`src/rtl/clk_rst_pkg.sv`:
```
// Shared clock/reset definitions: reset-sequencer state codes and counter sizing helper.
// Latency: n/a (types and functions only).
// Backpressure: n/a.
package clk_rst_pkg;

    // State codes are visible on the state output, so the values are fixed.
    typedef enum logic [1:0] {
        WAIT_LOCK = 2'd0,
        FILTER    = 2'd1,
        HOLD      = 2'd2,
        RUN       = 2'd3
    } rst_state_t;

    // Bits needed for a counter running 0..n-1; never less than one bit.
    function automatic int cnt_width(input int n);
        return (n <= 1) ? 1 : $clog2(n);
    endfunction

endpackage

```
`src/rtl/sync_ff.sv`:
```
// Multi-flop synchroniser for a single asynchronous level.
// Latency: STAGES clock cycles from d to q.
// Backpressure: none; free-running.
// Ports: clk (sampling clock), rst_n (async active-low, clears chain),
//        d (async input), q (synchronised output, 0 in reset).
module sync_ff #(
    parameter int STAGES = 2
) (
    input  logic clk,
    input  logic rst_n,
    input  logic d,
    output logic q
);

    logic [STAGES-1:0] chain;

    always_ff @(posedge clk or negedge rst_n) begin
        if (!rst_n) begin
            chain <= '0;
        end else begin
            chain <= {chain[STAGES-2:0], d};
        end
    end

    assign q = chain[STAGES-1];

endmodule

```
`src/rtl/pll_reset_ctrl.sv`:
```
// PLL-lock driven reset sequencer: synchronise, filter, stretch, then release sys_reset_n and run a CE divider.
// Latency: lock seen SYNC_STAGES cycles after locked; sys_reset_n rises one cycle after entering RUN.
// Backpressure: none; lock loss forces WAIT_LOCK with priority over every other transition.
// Ports: clock_in (PLL clock), reset_n (async active-low), locked (async PLL lock),
//        sys_reset_n (async-assert / sync-deassert system reset), cpu_ce (enable strobe),
//        lock_lost (sticky), state (FSM code).
// Build option: PLL_RESET_LOSS_COUNT_EN adds loss_count[7:0], a saturating lock-loss counter.
module pll_reset_ctrl
    import clk_rst_pkg::*;
#(
    parameter int SYNC_STAGES = 2,
    parameter int LOCK_FILTER = 16,
    parameter int HOLD_CYCLES = 1024,
    parameter int CE_DIV      = 276
) (
`ifdef PLL_RESET_LOSS_COUNT_EN
    output logic [7:0] loss_count,
`endif
    input  logic       clock_in,
    input  logic       reset_n,
    input  logic       locked,
    output logic       sys_reset_n,
    output logic       cpu_ce,
    output logic       lock_lost,
    output logic [1:0] state
);

    localparam int FW = cnt_width(LOCK_FILTER);
    localparam int HW = cnt_width(HOLD_CYCLES);
    localparam int CW = cnt_width(CE_DIV);

    localparam logic [FW-1:0] FILT_LAST = FW'(LOCK_FILTER - 1);
    localparam logic [HW-1:0] HOLD_LAST = HW'(HOLD_CYCLES - 1);
    localparam logic [CW-1:0] CE_LAST   = CW'(CE_DIV - 1);

    logic            lock_s;
    rst_state_t      state_q;
    rst_state_t      state_next;
    logic [FW-1:0]   filt_cnt;
    logic [HW-1:0]   hold_cnt;
    logic [CW-1:0]   ce_cnt;
    logic            sys_rst_q;
    logic            lost_q;
    logic            loss_evt;

    sync_ff #(
        .STAGES (SYNC_STAGES)
    ) u_lock_sync (
        .clk   (clock_in),
        .rst_n (reset_n),
        .d     (locked),
        .q     (lock_s)
    );

    always_ff @(posedge clock_in or negedge reset_n) begin
        if (!reset_n) begin
            state_q <= WAIT_LOCK;
        end else begin
            state_q <= state_next;
        end
    end

    // A dropped lock outranks every other move, so it is tested first.
    always_comb begin
        state_next = state_q;
        if (state_q != WAIT_LOCK && !lock_s) begin
            state_next = WAIT_LOCK;
        end else begin
            case (state_q)
                WAIT_LOCK: if (lock_s)                state_next = FILTER;
                FILTER:    if (filt_cnt == FILT_LAST) state_next = HOLD;
                HOLD:      if (hold_cnt == HOLD_LAST) state_next = RUN;
                RUN:                                  state_next = RUN;
                default:                              state_next = WAIT_LOCK;
            endcase
        end
    end

    assign loss_evt = (state_q == RUN) && !lock_s;

    // Each counter is held at zero outside its own state, so entering a state
    // always starts a fresh count; counters never move past their last value.
    always_ff @(posedge clock_in or negedge reset_n) begin
        if (!reset_n) begin
            filt_cnt  <= '0;
            hold_cnt  <= '0;
            ce_cnt    <= '0;
            sys_rst_q <= 1'b0;
            lost_q    <= 1'b0;
        end else begin
            if (state_q == FILTER && state_next == FILTER && filt_cnt != FILT_LAST)
                filt_cnt <= filt_cnt + 1'b1;
            else
                filt_cnt <= '0;

            if (state_q == HOLD && state_next == HOLD && hold_cnt != HOLD_LAST)
                hold_cnt <= hold_cnt + 1'b1;
            else
                hold_cnt <= '0;

            // Divider restarts at its terminal value to give a periodic strobe.
            if (state_q == RUN && state_next == RUN && ce_cnt != CE_LAST)
                ce_cnt <= ce_cnt + 1'b1;
            else
                ce_cnt <= '0;

            sys_rst_q <= (state_q == RUN);
            lost_q    <= lost_q | loss_evt;
        end
    end

`ifdef PLL_RESET_LOSS_COUNT_EN
    always_ff @(posedge clock_in or negedge reset_n) begin
        if (!reset_n) begin
            loss_count <= '0;
        end else if (loss_evt && loss_count != 8'hFF) begin
            loss_count <= loss_count + 8'd1;
        end
    end
`endif

    // Gated by lock_s so no strobe escapes on the final RUN cycle before exit.
    assign cpu_ce      = (state_q == RUN) && lock_s && (ce_cnt == CE_LAST);
    assign sys_reset_n = sys_rst_q;
    assign lock_lost   = lost_q;
    assign state       = state_q;

endmodule

```
`config.mk`:
```
export PLATFORM = sky130hd
export DESIGN_NAME = pll_reset_ctrl
export DESIGN_NICKNAME = d
export VERILOG_FILES = /design/src/rtl/clk_rst_pkg.sv /design/src/rtl/sync_ff.sv /design/src/rtl/pll_reset_ctrl.sv
export SDC_FILE = /design/constraint.sdc
export NUM_CORES = 1
export LEC_CHECK = 0
export ABC_AREA = 0
export CAP_MARGIN = 20
export CORE_ASPECT_RATIO = 0.6
export CORE_MARGIN = 8
export CORE_UTILIZATION = 35
export DETAILED_ROUTE_END_ITERATION = 8
export PLACE_DENSITY_LB_ADDON = 0.2
export SETUP_SLACK_MARGIN = 0.3
export SLEW_MARGIN = 20
export SYNTH_ARGS = -nofsm -noshare
export SYNTH_HDL_FRONTEND = slang
export SYNTH_SLANG_ARGS = --single-unit
```
`constraint.sdc`:
```
create_clock -name clock_in -period 1.6 [get_ports clock_in]
set_input_delay 0.4 -clock clock_in [delete_from_list [all_inputs] [get_ports clock_in]]
set_output_delay 0.4 -clock clock_in [all_outputs]
set_load 0.1 [all_outputs]
```
# After elaboration in Yosys (flattened, before gate mapping)
# Index checks and enable logic that the tools add are counted.
# totals
ff_bits	29
in_bits	3
output_inout_bits	5
word_cells	44
# op_classes
add_sub_neg	3
n_eq_ne	12
mux	8
n_bitwise	1
reduce_logical	13
# ops
cell	count
$add 10x1->10 const B	1
$eq 10x10->1 const B	1
$logic_and 1x1->1	10
$mux 10	1
$ne 10x10->1 const B	1
$add 9x1->9 const B	1
$eq 9x9->1 const B	1
$mux 9	1
$ne 9x9->1 const B	1
$eq 2x2->1 const B	4
$mux 2	4
$pmux 2 s4	1
$add 4x1->4 const B	1
$eq 2x1->1 const B	2
$eq 4x4->1 const B	1
$mux 4	1
$ne 4x4->1 const B	1
$logic_not 2->1	1
$reduce_bool 2->1	1
$logic_not 1->1	1
$or 1x1->1	1

# Longest topological paths before layout
# depth
depth_word	8
mapped_depth	4
mapped_depth_nobuf	4

# Modules after synthesis
# A second synthesis with hierarchy kept.
# hier_totals
cells_unflattened	126
area_unflattened_um2	1306.3
# by_module_without_submodules
module	n_inst	cells_per_inst	area_per_inst_um2
pll_reset_ctrl	1	124	1256.2
sync_ff	1	2	50.0

# Worst setup path after synthesis
# No wires, ideal clock.
# synth_timing
path_kind	register to output
startpoint	register state_q[1], in the netlist state[1]
endpoint	output port cpu_ce
arrival_time_ns	3.285
t_required_ns	1.200
slack_ns	-2.085
path_stages_with_launch	3
n_path_buf	0
path_cell_list	dfrtp_1 nand3_1 nor3_1
# synth_between
elab_chain_cells	3
# synth_rtl
item	line	rtl
start: declaration	pll_reset_ctrl.sv:37	rst_state_t state_q;
start signal: assignment	pll_reset_ctrl.sv:59	state_q <= state_next;
$eq 2x2->1	pll_reset_ctrl.sv:123	assign cpu_ce = (state_q == RUN) && lock_s && (ce_cnt == CE_LAST);
$logic_and 1x1->1 (2 in series)	pll_reset_ctrl.sv:123	
end: declaration	pll_reset_ctrl.sv:23	output logic cpu_ce,
# Every way passes these cells.

# Worst setup path in the final report
# layout_timing
startpoint	register ce_cnt[2]
endpoint	output port cpu_ce
# layout_between
elab_chain_cells	2
# layout_rtl
item	line	rtl
start: declaration	pll_reset_ctrl.sv:41	logic [CW-1:0] ce_cnt;
start signal: assignment	pll_reset_ctrl.sv:103	ce_cnt <= ce_cnt + 1'b1;
$eq 9x9->1	pll_reset_ctrl.sv:123	
$logic_and 1x1->1	pll_reset_ctrl.sv:123	
# Every way passes these cells.

==> Implementation_results.wiki <==
{| class="wikitable"
! Metric !! Value
|-
| Placeable core region || 3620 µm²
|-
| Area of all sequential standard cells || 733 µm²
|-
| Number of setup violations in the final report || 7
|-
| Worst hold margin || 0.349 ns
|-
| Crit path launch type || flip-flop
|-
| Via-per-instance ratio || 5.07
|-
| Delay contributed by the slowest stage of the critical path || 0.55 ns
|-
| IO Count || 8
|-
| Clock share of power || 41.7%
|-
| Count of buffers inserted at the top-level ports || 7
|-
| Share of power burned in combinational logic || 4.2%
|-
| Multi-input gate area || 667 µm²
|-
| Die Span X || 94.9 µm
|-
| Leak Pwr || 0.790 nW
|-
| Routed wire length || 2.87 mm
|-
| Post-synthesis instance total || 126
|-
| Seq/Total Area, Yosys || 55.6%
|-
| Final-report max-slew violation count || 0
|-
| Total number of nets in the final design || 171
|-
| Pint || 1.06 mW
|-
| Slowest cell on the critical path || sky130_fd_sc_hd__or4_4
|-
| Post-Synthesis Cell Area || 1310 µm²
|-
| Kind of critical path || reg2out
|-
| Non-filler cells, final || 213
|-
| Number of enable-type register cells in the synthesized netlist || 0
|-
| Area enclosed by the die boundary || 6010 µm²
|-
| Violations in the final reports || setup timing
|-
| Worst Hold Class || reg2reg
|-
| Total inserted antenna cells || 0
|-
| Post-layout utilization of the core || 52.8%
|-
| Total global-route track usage || 9.94%
|-
| DP Cell Count || 191
|-
| Maximum root-to-sink buffer count || 2
|-
| Routability Congestion || 0.846
|-
| Detail-routed net length per standard cell || 13.5 µm
|-
| Layout Skew || 0.00585 ns
|-
| Number of DRC violations after detailed-routing iteration 0 || 78
|-
| Async SR Flop Fraction || 100%
|-
| Remaining DRCs || 0
|-
| Run status || complete, but fails checks
|-
| Post-CTS clock slew at the launch and capture registers of the worst setup and hold paths || 0.06 ns
|-
| Capturing element type of the critical path || output port
|-
| Std-Cell Rows || 17
|-
| Proportion of layout cells with a drive suffix above 1 || 36.1%
|-
| Actual slew at the worst max-slew pin || 0.326 ns
|-
| Clock tree from TritonCTS || done
|-
| Total power density per cell area || 721 nW/µm²
|-
| Crit path cell chain || or4_4 > nor3_4 > buf_12
|-
| Placed wire-length estimate after detailed placement || 1.83 mm
|-
| Post-route worst setup slack || -0.385 ns
|-
| Pre-CTS WS || -0.191 ns
|-
| Count of H-tree levels built during CTS || 2
|-
| Shortest clock period the worst path allows after layout || 1.99 ns
|-
| Initial DRT Pass Iterations || 4
|-
| Final sum of negative setup slack || -0.531 ns
|-
| Hold buffer count at cts || 0
|-
| Final worst path period share || 124%
|-
| Die span in y || 63.3 µm
|-
| Antenna viol nets, final || 0
|-
| Distinct cell type count of the synthesized netlist || 29
|-
| Sw Pwr || 313 µW
|-
| Initial Util || 36.1%
|-
| Number of maximum-capacitance constraint violations || 0
|-
| Fraction of power spent switching nets || 22.7%
|-
| Post-synthesis average cell area || 10.4 µm²
|-
| CP Data Arrival Time || 1.59 ns
|-
| Via count of the first global-routing pass || 994
|-
| Clock latency of the later-clocked register in the worst-skew pair || 0.28 ns
|-
| Fillcell total || 310
|-
| Setup repair after global routing missed its margin || true
|-
| Area Overhead vs Synth || 46.3%
|-
| Net count of the mapped netlist || 132
|-
| Required time of the worst setup path || 1.20 ns
|-
| Pin count of the biggest net entering global routing || 30
|-
| Maximum clock frequency || 0.504 GHz
|-
| Congestion Overflow GR || 0
|-
| Worst vdd rail ir drop || 549 µV
|-
| Reg power frac || 54.1%
|-
| Register bit total from synthesis || 29
|-
| Synth warn || 0
|-
| Highest net fanout along the worst path || 2
|-
| Predominant post-synthesis flop cell || sky130_fd_sc_hd__dfrtp_1
|-
| First-pass GRT wire length || 4.64 mm
|-
| Normalized max-slew margin || 78.1%
|-
| Number of endpoints with negative hold slack in the final report || 0
|-
| Inserted Clock Buffers || 5
|-
| Clock sink count || 29
|-
| Antenna violations before repair || 0
|-
| Detailed-route via count || 1079
|-
| Clock tree root buffer cell || sky130_fd_sc_hd__clkbuf_8
|}
==> final cells by class <==
cell class / count / share of cell area (%)
Clock inverter: 2 / 0.524
Timing Repair Buffer: 32 / 17.7
Clock buffer: 6 / 3.80
Multi-Input combinational cell: 89 / 34.9
Inverter: 8 / 1.57
Tap cell: 47 / 3.08
Sequential cell: 29 / 38.4
==> repair_timing <==
item / in CTS / in global routing
cloned: 0 / 1
pin swaps: 8 / 9
resized for setup: 10 / 17
buffers inserted: 8 / 5
endpoints found under the setup margin: 20 / 21
hold endpoints to repair: 0 / 0
==> cell families after synthesis <==
kind of cell	count (synthesis)	synth area share (%)
adder cells (fa/ha/maj)	3	2.87
flip-flops	29	55.6
multiplexers	1	0.766
XOR/XNOR	8	5.36
AND/OR/NAND/NOR	53	21.3
AO/OA/AOI/OAI	23	11.0
buffers and inverters	9	3.16
==> path summary, 6_finish.rpt <==
path	start	cells after the start	slack (ns)	to
setup / recovery	ce_cnt[2]	3	-0.39	cpu_ce
hold / removal	u_lock_sync.chain[0]	0	0.35	u_lock_sync.chain[1]
setup reg to reg	ce_cnt[2]	5	-0.04	ce_cnt[2]
hold reg to reg	u_lock_sync.chain[0]	0	0.35	u_lock_sync.chain[1]
max in group asynchronous	reset_n	2	0.95	state[1]
min in group asynchronous	reset_n	2	0.48	hold_cnt[7]
==> worst max-delay path: cells and delay by family (launching register included) <==
kind                   cells  cell delay (ns)
buffers and inverters      1             0.20
flip-flops                 1             0.38
AND/OR/NAND/NOR            2             0.72
==> registers in the layout, summed over array words and instances (netlist names) <==
register / flops
state: 2
lock_lost: 1
filt_cnt: 4
sys_reset_n: 1
ce_cnt: 9
u_lock_sync.chain: 2
hold_cnt: 10
==> layout by cell type (no fill, tap or decap), types with 3 or more instances in the layout <==
cell and instances:
sky130_fd_sc_hd__a21oi_1 3, sky130_fd_sc_hd__a21oi_2 4, sky130_fd_sc_hd__buf_12 6, sky130_fd_sc_hd__buf_4 19
sky130_fd_sc_hd__buf_6 5, sky130_fd_sc_hd__clkbuf_8 5, sky130_fd_sc_hd__dfrtp_1 27, sky130_fd_sc_hd__inv_1 8
sky130_fd_sc_hd__nand2_1 7, sky130_fd_sc_hd__nand3_1 9, sky130_fd_sc_hd__nand4_1 5, sky130_fd_sc_hd__nor2_1 13
sky130_fd_sc_hd__o21ai_0 7, sky130_fd_sc_hd__or3_1 6, sky130_fd_sc_hd__xnor2_1 4, sky130_fd_sc_hd__xor2_1 4
==> synthesized netlist by cell type (2+ instances only) <==
cell type / instances / area share [%]
sky130_fd_sc_hd__or3_1: 7 / 3.4
sky130_fd_sc_hd__nor2_1: 15 / 4.3
sky130_fd_sc_hd__ha_1: 3 / 2.9
sky130_fd_sc_hd__nand2_1: 7 / 2.0
sky130_fd_sc_hd__inv_1: 8 / 2.3
sky130_fd_sc_hd__nor3_1: 2 / 0.77
sky130_fd_sc_hd__o21ai_0: 8 / 3.1
sky130_fd_sc_hd__nand3_1: 10 / 3.8
sky130_fd_sc_hd__nand4_1: 5 / 2.4
sky130_fd_sc_hd__dfrtp_1: 29 / 56
sky130_fd_sc_hd__xnor2_1: 4 / 2.7
sky130_fd_sc_hd__a21oi_1: 7 / 2.7
sky130_fd_sc_hd__a211oi_1: 2 / 1.1
sky130_fd_sc_hd__xor2_1: 4 / 2.7
==> power groups by stage <==
stage          logic, mW  registers, mW  clock network, mW
2_1_floorplan    0.00768          0.768                  0
3_3_place_gp      0.0523          0.759                  0
3_5_place_dp      0.0526          0.760                  0
4_1_cts           0.0575          0.745              0.592
5_1_grt           0.0643          0.745              0.638
6_report          0.0584          0.745              0.574
==> stage by stage <==
stage	area [µm²]	power, mW
finish	1910	1.38
global route	1910	1.45
CTS	1770	1.39
detailed placement	1600	0.812
global placement	1600	0.812
floorplan	1330	0.776
==> routing by layer <==
metal / part of all wire [%] / track usage (%)
met5: 0 / 0
met4: 2.4 / 5.22
met3: 6.0 / 3.78
met2: 44 / 13.8
met1: 47 / 12.9
(Power assumes the default switching activity.)
